[config.mk]
export PLATFORM = sky130hd
export DESIGN_NAME = countdown_timer
export DESIGN_NICKNAME = d
export VERILOG_FILES = /design/src/rtl/countdown_pkg.sv /design/src/rtl/cdt_prescaler.sv /design/src/rtl/countdown_timer.sv
export SDC_FILE = /design/constraint.sdc
export NUM_CORES = 1
export LEC_CHECK = 0
export CORE_UTILIZATION = 40
export CTS_CLUSTER_SIZE = 25
export DETAILED_ROUTE_END_ITERATION = 12
export PLACE_DENSITY = 0.72
export SKIP_CTS_REPAIR_TIMING = 1
export SLEW_MARGIN = 25
export SYNTH_ARGS = -nofsm -noshare
export SYNTH_HDL_FRONTEND = slang
export SYNTH_HIERARCHICAL = 1
export SYNTH_SLANG_ARGS = --single-unit
[constraint.sdc]
create_clock -name clk -period 2.3 [get_ports clk]
set_clock_uncertainty 0.1 [all_clocks]
set_input_delay 0.69 -clock clk [delete_from_list [all_inputs] [get_ports clk]]
set_output_delay 0.69 -clock clk [all_outputs]
set_load 0.01 [all_outputs]
[src/rtl/countdown_pkg.sv]
// countdown_pkg
// Shared types and default parameter values for the countdown timer slice.
//   cdt_state_t              : timer FSM state encoding
//   CDT_WIDTH_DEFAULT        : default counter width
//   CDT_PRESCALE_DEFAULT     : default clock cycles per count tick
//   CDT_WARN_LEVEL_DEFAULT   : default near-expiry threshold (CDT_WARN_EN builds)
package countdown_pkg;

  typedef enum logic [1:0] {
    IDLE    = 2'd0,
    RUN     = 2'd1,
    PAUSED  = 2'd2,
    EXPIRED = 2'd3
  } cdt_state_t;

  localparam int CDT_WIDTH_DEFAULT      = 4;
  localparam int CDT_PRESCALE_DEFAULT   = 1;
  localparam int CDT_WARN_LEVEL_DEFAULT = 2;

endpackage

[src/rtl/cdt_prescaler.sv]
// cdt_prescaler
// Divides the clock into count ticks: the phase counter runs 0..PRESCALE-1
// while enabled and holds its value while disabled.
//   clk       : rising-edge clock
//   reset     : synchronous active-low reset (phase <= 0)
//   enable_i  : advance the phase this cycle
//   clear_i   : force phase to 0 (wins over enable_i)
//   tick_o    : high when the current phase is the last one (PRESCALE-1)
module cdt_prescaler
  import countdown_pkg::*;
#(
  parameter int PRESCALE = CDT_PRESCALE_DEFAULT
) (
  input  logic clk,
  input  logic reset,
  input  logic enable_i,
  input  logic clear_i,
  output logic tick_o
);

  localparam int            PW   = (PRESCALE > 1) ? $clog2(PRESCALE) : 1;
  localparam logic [PW-1:0] LAST = PW'(PRESCALE - 1);

  logic [PW-1:0] presc_q;
  logic [PW-1:0] presc_d;

  // With PRESCALE == 1 the phase is pinned at 0, so every enabled cycle ticks.
  assign tick_o = (presc_q == LAST);

  always_comb begin
    // NOTE: every combinational output gets a default first so no path leaves it unassigned (no latch).
    presc_d = presc_q;
    if (clear_i) begin
      presc_d = '0;
    end else if (enable_i) begin
      presc_d = tick_o ? '0 : presc_q + PW'(1);
    end
  end

  // NOTE: state registers use non-blocking assignments so every flop samples pre-edge values.
  always_ff @(posedge clk) begin
    if (!reset) begin
      presc_q <= '0;
    end else begin
      presc_q <= presc_d;
    end
  end

endmodule

[src/rtl/countdown_timer.sv]
// countdown_timer
// Reloadable countdown timer with pause/resume, tick prescaler and an
// optional periodic (auto-reload) mode. All outputs are registered.
// Optional feature: define CDT_WARN_EN to add parameter WARN_LEVEL and a
// registered near-expiry flag; otherwise warn is tied low.
//   clk          : rising-edge clock
//   reset        : synchronous active-low reset
//   start        : level; begin or resume counting
//   stop         : level; pause counting (wins over start)
//   load         : write load_value into reload register and counter, go IDLE
//   load_value   : new reload value
//   auto_reload  : 1 = periodic, 0 = one-shot
//   counter      : current count
//   alarm        : expiry indication (held in one-shot, 1-cycle pulse in periodic)
//   running      : high while the FSM is in RUN
//   warn         : high in RUN while 0 < counter <= WARN_LEVEL (CDT_WARN_EN only)
module countdown_timer
  import countdown_pkg::*;
#(
  parameter int               WIDTH        = CDT_WIDTH_DEFAULT,
  parameter int               PRESCALE     = CDT_PRESCALE_DEFAULT,
  parameter logic [WIDTH-1:0] DEFAULT_LOAD = {WIDTH{1'b1}}
`ifdef CDT_WARN_EN
  ,
  parameter int               WARN_LEVEL   = CDT_WARN_LEVEL_DEFAULT
`endif
) (
  input  logic             clk,
  input  logic             reset,
  input  logic             start,
  input  logic             stop,
  input  logic             load,
  input  logic [WIDTH-1:0] load_value,
  input  logic             auto_reload,
  output logic [WIDTH-1:0] counter,
  output logic             alarm,
  output logic             running,
  output logic             warn
);

  localparam logic [WIDTH-1:0] ONE = WIDTH'(1);

  cdt_state_t       state_q,   state_d;
  logic [WIDTH-1:0] counter_q, counter_d;
  logic [WIDTH-1:0] reload_q,  reload_d;
  logic             alarm_q,   alarm_d;
  logic             running_q, running_d;
  logic             presc_en;
  logic             presc_clr;
  logic             tick;
  logic             go;

  // stop masks start in every state.
  assign go = start && !stop;

  cdt_prescaler #(
    .PRESCALE (PRESCALE)
  ) u_prescaler (
    .clk      (clk),
    .reset    (reset),
    .enable_i (presc_en),
    .clear_i  (presc_clr),
    .tick_o   (tick)
  );

  always_comb begin
    state_d   = state_q;
    counter_d = counter_q;
    reload_d  = reload_q;
    alarm_d   = alarm_q;
    presc_en  = 1'b0;
    presc_clr = 1'b0;

    if (load) begin
      reload_d  = load_value;
      counter_d = load_value;
      alarm_d   = 1'b0;
      state_d   = IDLE;
      presc_clr = 1'b1;
    end else begin
      unique case (state_q)
        IDLE: begin
          if (go) begin
            state_d   = RUN;
            presc_clr = 1'b1;
          end
        end
        PAUSED: begin
          // Resume keeps the prescaler phase.
          if (go) state_d = RUN;
        end
        EXPIRED: begin
          if (go) begin
            state_d   = RUN;
            counter_d = reload_q;
            alarm_d   = 1'b0;
            presc_clr = 1'b1;
          end
        end
        RUN: begin
          // In RUN the alarm is only ever a pulse on the expiring tick.
          alarm_d = 1'b0;
          if (stop) begin
            state_d = PAUSED;
          end else begin
            presc_en = 1'b1;
            if (tick) begin
              if (counter_q > ONE) begin
                counter_d = counter_q - ONE;
              end else begin
                // counter is 1 or 0 (0 only when reload_q == 0): expiry.
                alarm_d = 1'b1;
                if (auto_reload) begin
                  counter_d = reload_q;
                end else begin
                  counter_d = '0;
                  state_d   = EXPIRED;
                end
              end
            end
          end
        end
        default: state_d = IDLE;
      endcase
    end

    running_d = (state_d == RUN);
  end

  always_ff @(posedge clk) begin
    if (!reset) begin
      state_q   <= IDLE;
      counter_q <= DEFAULT_LOAD;
      reload_q  <= DEFAULT_LOAD;
      alarm_q   <= 1'b0;
      running_q <= 1'b0;
    end else begin
      state_q   <= state_d;
      counter_q <= counter_d;
      reload_q  <= reload_d;
      alarm_q   <= alarm_d;
      running_q <= running_d;
    end
  end

  assign counter = counter_q;
  assign alarm   = alarm_q;
  assign running = running_q;

`ifdef CDT_WARN_EN
  // Threshold truncated to counter width; values >= 2**WIDTH wrap.
  localparam logic [WIDTH-1:0] WARN_CMP = WIDTH'(WARN_LEVEL);

  logic warn_q, warn_d;

  // Evaluated on next-state values so the flag lines up with the registered count.
  assign warn_d = (state_d == RUN) && (counter_d != '0) && (counter_d <= WARN_CMP);

  always_ff @(posedge clk) begin
    if (!reset) begin
      warn_q <= 1'b0;
    end else begin
      warn_q <= warn_d;
    end
  end

  assign warn = warn_q;
`else
  assign warn = 1'b0;
`endif

endmodule
# [Word level (Yosys, flattened, before mapping)]
# Cells that the tools add are included.
[totals] register_bits=13 latchBits=0 ramBits=0 rom_bits=0 in_bits=10 output_inout_bits=7 word_cells=55 memories=0
[classes] addsub=2 n_mul=0 div_mod_pow=0 order_cmp=1 eq_ne=8 shifts=0 muxes=26 n_bitwise=1 reduce_logical=11
[op_table] cell="4-bit 2-to-1 mux" count=6
[op_table] cell="2-bit 2-to-1 mux" count=6
[op_table] cell="1-bit 2-to-1 mux" count=11
[op_table] cell="3-bit != test, second input constant" count=3
[op_table] cell="4-bit one-hot mux with 2 select lines" count=1
[op_table] cell="2-bit OR reduction" count=3
[op_table] cell="2-bit by 1-bit equality test with 1-bit output, second input constant" count=2
[op_table] cell="2-bit equality test, second input constant" count=2
[op_table] cell="4-bit by 1-bit > comparator with 1-bit output, second input constant" count=1
[op_table] cell="2-bit one-hot mux with 2 select lines" count=1
[op_table] cell="4-bit AND reduction" count=1
[op_table] cell="4-bit by 1-bit subtractor with 4-bit output, second input constant" count=1
[op_table] cell="3-bit nonzero test" count=1
[op_table] cell="3-bit OR reduction" count=1
[op_table] cell="2-bit logical NOT" count=1
[op_table] cell="2-bit != test, second input constant" count=1
[op_table] cell="1-bit one-hot mux with 2 select lines" count=1
[op_table] cell="2-bit AND reduction" count=1
[op_table] cell="2-bit nonzero test" count=1
[op_table] cell="1-bit adder, second input constant" count=1
[op_table] cell="1-bit logical AND" count=1
[op_table] cell="1-bit logical NOT" count=1
[op_table] cell="1-bit inverter" count=1

# [Logic depth before layout (Yosys ltp)]
[logic_depth] depth_word=7 ltp_mapped=6 mapped_depth_nobuf=6

# [Cells and area by module]
# The synthesis kept the hierarchy.
[modules_own_cells] module="countdown_timer" instances=1 cells_each=87 area_each_um2=719.4 seq_area_each_um2=240.2
[modules_own_cells] module="cdt_prescaler" instances=1 cells_each=2 area_each_um2=11.3 seq_area_each_um2=0.0

# [Least setup slack after synthesis]
# No wires, ideal clock.
[synth_path] path_kind="register to register" startpoint="reg counter_q[0] (netlist: counter[0])" endpoint="reg counter_q[1] (netlist: counter[1])" setup_ps=153 arrival_ps=1461 t_required_ps=2047 slack_ps=586 stages_incl_launch_ff=7 n_path_buf=0 period_less_slack_ps=1714 cell_sequence="dfxtp_1 inv_1 ha_1 or2_2 a31o_2 nand3_1 a41oi_1"
[synth_via] elab_chain_cells=6 elab_cells_between_ends=7 cone_classes="add/sub (1); order compare (1); mux (5)"
[synth_rtl] item="start, declared" line_no="countdown_timer.sv:44" rtl="logic [WIDTH-1:0] counter_q, counter_d;"
[synth_rtl] item="start signal, assigned" line_no="countdown_timer.sv:139" rtl="counter_q <= counter_d;"
[synth_rtl] item="4-bit by 1-bit subtractor with 4-bit output / 4-bit by 1-bit > comparator with 1-bit output (equally long branches)" line_no="countdown_timer.sv:109, countdown_timer.sv:108"
[synth_rtl] item="4-bit 2-to-1 mux *" line_no="countdown_timer.sv:108" rtl="if (counter_q > ONE) begin"
[synth_rtl] item="4-bit 2-to-1 mux *" line_no="countdown_timer.sv:107" rtl="if (tick) begin"
[synth_rtl] item="4-bit 2-to-1 mux *" line_no="countdown_timer.sv:103" rtl="if (stop) begin"
[synth_rtl] item="4-bit one-hot mux with 2 select lines *" line_no="countdown_timer.sv:81" rtl="unique case (state_q)"
[synth_rtl] item="4-bit 2-to-1 mux *" line_no="countdown_timer.sv:74" rtl="if (load) begin"
# Mark *: on every way between the ends. The rest lies on a longest branch, timed or not. The select of a mux whose other input is x is not followed.
# A chain may end at the register's enable or synchronous reset.

# [Final worst setup path]
[layout_path] startpoint="reg counter_q[0] (netlist: counter[0])" endpoint="out counter[0]"
[layout_lines] item="end, declared" line_no="countdown_timer.sv:35" rtl="output logic [WIDTH-1:0] counter,"
# No word-level cell between the ends.

==> flow_metrics.tcl <==
set metrics [dict create \
    post-route-period-util 0.889 \
    regArea_um2 240 \
    cts_tree "yes" \
    ant_nets 0 \
    hold_violations 0 \
    final_core_util 0.597 \
    setup_viol 0 \
    worstPathMaxFanout 5 \
    gp_congestion 0.854 \
    final_cell_mix "clkdlybuf4s50_1 (15), dfxtp_1 (12), inv_1 (8)" \
    setup_slack_ns 0.255 \
    core_mm2 0.00159 \
    numCtsBuffers 3 \
    start_kind "flip-flop" \
    grt_max_degree 9 \
    dieHeight_um 44.3 \
    yosysWarnings 6 \
    antennaDiodeCount 0 \
    initialDrtViolationCount 14 \
    synthCells 86 \
    path_buf_inv 1 \
    leakage_uw 0.000401 \
    clockRootBuffer "clkbuf_4" \
    htreeDepth 1 \
    multi_input_area_um2 423 \
    reg2reg_slack_ns 0.52 \
    critPathKind "reg -> out" \
    drt-total-wl_um 1480 \
    port_buffers 15 \
    die_area_mm2 0.00197 \
    endpoint_kind "output pin" \
    antenna_found_initial 0 \
    die_x_um 44.3 \
    grt_pass1_vias 561 \
    power_density_mw_per_mm2 518 \
    track_usage 0.165 \
    power.total_uw 492 \
    viasPerCell 5.06 \
    wl_per_cell_um 11.3 \
    drtPass1Iterations 4 \
    required_ns 1.51 \
    r2r-start "counter[0]" \
    period_minus_slack_ns 2.04 \
    place_hpwl_um 1110 \
    drc 0 \
    hp-class "reg -> reg" \
    status "finished, final reports clean" \
    drive_gt1_frac 0.131 \
    final_common_cell "clkdlybuf4s50_1" \
    rows 14 \
    pre_cts_slack_ns 0.143 \
    routed-via-count 663 \
    peakVddDrop_v 0.000339 \
    critPathSlowestCell "clkdlybuf4s50_1" \
    n_fill_cell 142 \
    cp_top_family "buffers and inverters" \
    grt_pass1_wl_um 2360 \
    rsz0062_at_grt "no" \
    clk_pin_slew_ns 0.08 \
    initial_core_util 0.450 \
    clock_latency_ns 0.27 \
    num_io_pins 17 \
    path_cells "clkdlybuf4s50_1" \
    min_from "reload_q[3]" \
    synth_nets 100 \
    timing.fmax_mhz 489 \
    area_delta_synth_final_pct 32.6 \
    grt_overflow 0 \
    r2r-end "counter[3]" \
    syn_area_per_cell_um2 8.34 \
    crit_cells 1 \
    hold_depth 2 \
    cts_max_path_buffers 2 \
    arrival_ns 1.25 \
    tns_ns 0 \
    clock_sinks 12 \
    cap_violations 0 \
    syn_area_um2 717 \
    slowest_delay_ns 0.57 \
    reg2reg_depth 6 \
    min_to "reload_q[3]" \
    finalMaxSlewViolations 0 \
    nets 122 \
]
## per-layer routing
layer	GRT usage	vias up	share of wire
li1	-	338	-
met1	0.216	298	0.48
met2	0.268	25	0.45
met3	0.0245	2	0.057
met4	0.0727	0	0.0095
met5	0	-	0
## worst reg2reg max path, delay by kind of cell, from the launching register on
family / cells / cell delay [ns]
AOI/OAI and AO/OA: 2 / 0.40
and+or+nand+nor: 2 / 0.43
buffers and inverters: 1 / 0.08
adders and majority gates: 1 / 0.22
DFF: 1 / 0.42
## per-stage QoR
stage	hold WS, ns	instance area (um^2)	cells
2_1_floorplan	0.326	717	86
3_3_place_gp	0.340	915	127
3_5_place_dp	0.343	915	127
4_1_cts	0.363	951	131
5_1_grt	0.397	951	131
6_report	0.361	951	131
## registers in the layout, summed over array words and instances (netlist names)
register	flops
counter	4
alarm	1
running	1
reload_q	4
state_q	2
## layout make-up
| type | instances | area share |
|---|---|---|
| Multi-Input combinational cell | 62 | 0.445 |
| Clock buffer | 4 | 0.0382 |
| Inverter | 9 | 0.0355 |
| Timing Repair Buffer | 20 | 0.197 |
| Tap cell | 24 | 0.0316 |
| Sequential cell | 12 | 0.253 |
## power by group
| group | total (uW) | internal (uW) | leakage, uW | switching [uW] |
|---|---|---|---|---|
| sequential | 230 | 219 | 0.0000989 | 10.4 |
| clock | 171 | 96.0 | 0.0000210 | 74.9 |
| combinational | 91.7 | 50.7 | 0.000281 | 41.0 |
| total | 492 | 366 | 0.000401 | 126 |
## worst max path at each step
stage,startpoint,end
global placement,start,counter[3]
floorplan,counter[0],counter[1]
finish,counter[0],counter[0]
global route,counter[2],counter[2]
detailed placement,start,counter[1]
CTS,counter[2],counter[2]
(Power assumes the default switching activity.)
